### src/rtl/encoder_priority_rr_n.sv
// N-to-log2(N) priority encoder, fixed (MSB wins) or round-robin priority,
// with a 1-deep registered result behind a valid/ready handshake.
module encoder_priority_rr_n #(
    parameter int N = 8,
    parameter int W = $clog2(N)
) (
    input  logic         clk,
    input  logic         rst_n,
    input  logic [N-1:0] d_in,
    input  logic         in_valid,
    output logic         in_ready,
    input  logic         rr_en,
    output logic [W-1:0] d_out,
    output logic         invalid_input,
    output logic         out_valid,
    input  logic         out_ready
);

    localparam logic [W-1:0] LAST = W'(N - 1);

    logic [W-1:0] ptr;
    logic [W-1:0] fixed_idx;
    logic [W-1:0] low_idx;
    logic         low_hit;
    logic [W-1:0] win_idx;
    logic         any_req;
    logic         accept;

    assign in_ready = !out_valid || out_ready;
    assign accept   = in_valid && in_ready;
    assign any_req  = |d_in;

    // Round-robin search ptr, ptr-1, ..., 0 first; if nothing is set at or
    // below ptr the search wraps to N-1 downward, which is the plain MSB pick.
    always_comb begin
        // NOTE: every combinational output gets a default first so no latch is inferred.
        fixed_idx = '0;
        low_idx   = '0;
        low_hit   = 1'b0;
        for (int i = 0; i < N; i++) begin
            if (d_in[i]) begin
                fixed_idx = W'(i);
                if (W'(i) <= ptr) begin
                    low_idx = W'(i);
                    low_hit = 1'b1;
                end
            end
        end
    end

    assign win_idx = (rr_en && low_hit) ? low_idx : fixed_idx;

    always_ff @(posedge clk) begin
        // NOTE: sequential state uses non-blocking assignments only.
        if (!rst_n) begin
            out_valid     <= 1'b0;
            d_out         <= '0;
            invalid_input <= 1'b0;
            ptr           <= LAST;
        end else if (accept) begin
            out_valid <= 1'b1;
            if (!any_req) begin
                invalid_input <= 1'b1;
                d_out         <= '0;
            end else begin
                invalid_input <= 1'b0;
                d_out         <= win_idx;
                // The winner drops to lowest priority; fixed mode re-arms at N-1.
                if (rr_en)
                    ptr <= (win_idx == '0) ? LAST : win_idx - W'(1);
                else
                    ptr <= LAST;
            end
        end else if (out_valid && out_ready) begin
            out_valid <= 1'b0;
        end
    end

endmodule
### config.mk
export PLATFORM = sky130hd
export DESIGN_NAME = encoder_priority_rr_n
export DESIGN_NICKNAME = d
export VERILOG_FILES = /design/src/rtl/encoder_priority_rr_n.sv
export SDC_FILE = /design/constraint.sdc
export NUM_CORES = 1
export LEC_CHECK = 0
export CAP_MARGIN = 10
export CELL_PAD_IN_SITES_DETAIL_PLACEMENT = 0
export CELL_PAD_IN_SITES_GLOBAL_PLACEMENT = 1
export CORE_MARGIN = 10
export CORE_UTILIZATION = 34
export CTS_BUF_LIST = sky130_fd_sc_hd__clkbuf_4 sky130_fd_sc_hd__clkbuf_8
export CTS_CLUSTER_SIZE = 30
export DETAILED_ROUTE_END_ITERATION = 16
export PLACE_DENSITY_LB_ADDON = 0.1
export SLEW_MARGIN = 20
export SYNTH_ARGS = -nofsm -noshare
export SYNTH_HDL_FRONTEND = slang
export SYNTH_SLANG_ARGS = --single-unit
export TNS_END_PERCENT = 20
### constraint.sdc
create_clock -name clk -period 2.23 [get_ports clk]
set_input_delay 0.5575 -clock clk [delete_from_list [all_inputs] [get_ports clk]]
set_output_delay 0.5575 -clock clk [all_outputs]
set_load 0.05 [all_outputs]
==> results by stage <==
Run status:
- The flow ran to the end, and the final reports show no timing, DRC or antenna violations.

Finish:
- 0 antenna diodes ended up in the layout.
- Counting the fill cells in the layout gives 172.
- The synthesis-to-finish area growth is 66.2%.
- Summing all non-filler instances in the final layout gives an area of 1090 sq um.
- The ratio of cells with drive above 1 in the final layout is 36.1%.
- The layout net count is 139.

Floorplan:
- The row count is 15.
- The region available for standard cell placement spans approximately 1800 sq um.
- The number of I/O pins is 19.
- The initial utilization of the core area, before any placement, comes to 36.7%.
- The die is 63.9 um tall.
- The die area is just over 4000 sq um.
- The width of the die is 63.9 um.

Min path:
- In this run the worst hold path is classified as reg2reg.

STA:
- In this run the tightest slew margin relative to its limit is 66.0%.
- Timing would allow up to about 470 MHz.
- The part of the cycle the worst path needs is 96.4%.
- The actual transition at the worst max-transition pin is 0.509 ns.
- The number of setup violations in the final report is 0.
- The final critical-path required period is 2.15 ns.
- The max-slew violation count came to 0.
- The clock skew is 0.00170 ns.
- The hold violation total from the final report came to 0.
- In the final timing run, aggregate negative setup slack is 0 ns.

Job:
- The number of violations of the max-capacitance limit is 0.

Routing:
- The via count is between 700 and 800.
- The uppermost signal routing layer after detailed routing is met3.
- Detailed routing placed a total of 47 um of wire on met3.
- The wire length per cell is 14.1 um.
- Once detail routing completed, the nets flagged for antenna violations numbered 0.
- Summed over all nets, wire length on met2 after detailed routing comes to 1030 um.
- The detailed router finished its first iteration with 9 violations.
- The detailed-route vias per instance is approximately 5.
- The number of remaining DRC errors is 0.
- The total detailed-routing wirelength is just over 2000 um.
- The met1 wire length is between 1000 and 1500 um.
- The first detailed-routing pass took 4 iterations.

Clock network:
- The root buffer cell is clkbuf_4.
- The clock insertion delay at the later pin of the skew report is 0.25 ns.
- The tree built by TritonCTS fans out to 8 sinks.
- The CTS tree is yes.
- After clock tree synthesis, the flow added hold-fix buffers numbering 0.
- The H-tree depth is 1.
- The number of buffers inserted during clock tree synthesis is 3.
- The clock transition at the registers of the reported paths is approximately 0.05 ns.
- Counting along the longest clock path gives a buffer depth of 2.

Place:
- Summing all placed instances gives a cell area of 953 sq um.
- The count of input and output buffers is 18.
- Detailed placement finished with a half-perimeter wire length of 1560 um.
- The final estimated routing congestion in global placement is roughly 0.79.

GRT:
- The total global-route track usage is ~11%.
- The total global routing overflow is 0.
- Entering global routing, the biggest net connects 12 pins.
- The number of global-route vias before repair is 800.
- The initial antenna violation count is 0.
- The first-pass GRT wire length is ~3600 um.

Critical path:
- The required time of the worst setup path is 2.43 ns.
- Data on the critical path arrives at its endpoint at approximately 2.4 ns.
- The worst setup path is launched from an input port.
- The largest fanout on the critical path is 5.
- The critical path endpoint category is a flip-flop.
- The kind of critical path is in2reg.

Synth:
- The distinct cell type count of the synthesized netlist is 39.
- The cell count after synthesis is 84.
- Counting flops and latches in the post-synthesis netlist gives 8.
- The number of nets produced by synthesis is 99.
- The mean post-synth cell area is 7.79 sq um.
- The cell area that synthesis handed to floorplanning was 654 sq um.
- The fraction of the yosys area taken by sequential cells is 24.5%.
- The yosys synthesis warning count is 0.

Pwr:
- The reported leakage power is approximately 0.47 nW.
- For this design the ratio of total power to cell area is 460 nW/um^2.
- VDD sags by at most 540 uV.
==> Yosys cell counts, drive strengths merged <==
library cell / instances / area share [%]
o211ai: 2 / 3.1
nor3: 3 / 3.1
dfxtp: 8 / 24
nor3b: 1 / 1.1
buf: 3 / 4.2
nor2b: 1 / 0.96
and2: 2 / 1.9
a21o: 2 / 2.5
a221oi: 1 / 1.3
o31a: 1 / 1.3
a32oi: 1 / 1.3
a21oi: 6 / 4.6
and3: 1 / 0.96
o21ai: 9 / 6.9
nand3: 3 / 2.3
clkbuf: 2 / 1.1
nand2: 9 / 5.2
mux2i: 2 / 3.1
clkinv: 2 / 1.1
a221o: 1 / 1.5
o31ai: 3 / 5.5
a22o: 1 / 1.3
nor4: 2 / 1.9
o22ai: 1 / 0.96
or2: 1 / 0.96
o32a: 1 / 1.5
o32ai: 1 / 1.3
nor2: 6 / 5.9
a22oi: 1 / 1.1
ha: 2 / 3.8
inv: 4 / 2.3
a21boi: 1 / 1.1
==> registers in the layout, summed over array words and instances, names as in the netlist <==
name,cells
invalid_input,1
out_valid,1
d_out,3
ptr,3
==> per-stage QoR <==
step	std cells	setup WS [ns]	utilization, %	hold WS (ns)	total power [W]
global placement	137	-0.439	53.5	0.453	0.000357
finish	147	0.0804	61.0	0.463	0.000500
global route	147	-0.0243	61.0	0.486	0.000531
detailed placement	137	-0.511	53.5	0.460	0.000358
CTS	145	0.0630	59.2	0.466	0.000495
floorplan	84	0.156	-	0.573	0.000277
==> worst max-delay path, stage by stage <==
cell           delay (ns)
dlygate4sd2_1        0.28
and2_1               0.21
o31ai_4              0.19
a32oi_2              0.15
o32ai_2              0.32
ha_2                 0.21
ha_1                 0.22
nand2_1              0.07
mux2i_1              0.06
nand2_1              0.07
==> metal layers <==
| layer | up-vias | global-route usage (%) |
|---|---|---|
| met5 | - | 0 |
| li1 | 391 | - |
| met1 | 350 | 13.3 |
| met3 | 0 | 3.48 |
| met4 | 0 | 2.46 |
| met2 | 11 | 17.5 |
==> kinds of logic after synthesis <==
family | count (synthesis) | share of synthesized area, %
AND/OR/NAND/NOR | 29 | 24.3
adder cells (fa/ha/maj) | 2 | 3.82
multiplexers | 2 | 3.06
AO/OA/AOI/OAI | 32 | 35.6
buffers and inverters | 11 | 8.79
flip-flops | 8 | 24.5
==> layout by cell type (no fill, tap or decap), types with 3 or more instances in the layout <==
master / instances
inv_1: 4
o21ai_0: 3
dfxtp_1: 6
clkbuf_4: 3
a21oi_1: 6
clkdlybuf4s50_1: 10
o21ai_1: 5
nand2_1: 9
nand3_1: 3
buf_4: 22
nor2_1: 4
dlygate4sd2_1: 4
==> final cells by class <==
type / count / area, sq um / share of cell area [%]
Clock buffer: 3 / 22.5 / 2.07
Multi-Input combinational cell: 65 / 503 / 46.3
Sequential cell: 8 / 163 / 15.0
Inverter: 6 / 22.5 / 2.07
Timing Repair Buffer: 40 / 345 / 31.8
Tap cell: 25 / 31.3 / 2.88
==> final timing paths <==
path / from / end / slack, ns / cells past startpoint
worst max-delay path: d_in[5] / ptr[2] / 0.08 / 10
worst min-delay path: d_out[2] / d_out[2] / 0.46 / 2
worst max register to register: ptr[1] / ptr[2] / 0.12 / 9
worst min register to register: d_out[2] / d_out[2] / 0.46 / 2
==> what timing repair did <==
| action | in CTS | in global routing |
|---|---|---|
| resized for setup | 17 | 10 |
| setup buffers | 5 | 2 |
| endpoints found under the hold margin | 0 | 0 |
| endpoints found under the setup margin | 2 | 2 |
| pin swaps | 5 | 6 |
==> report_power, final <==
part | total (W) | internal, W | switching (W) | leakage [nW]
registers | 0.000171 | 0.000154 | 0.0000164 | 0.0651
logic | 0.000216 | 0.000107 | 0.000110 | 0.392
clock network | 0.000113 | 0.0000617 | 0.0000512 | 0.0138
total | 0.000500 | 0.000322 | 0.000177 | 0.471
No activity file was read; power rests on OpenSTA's default activity.
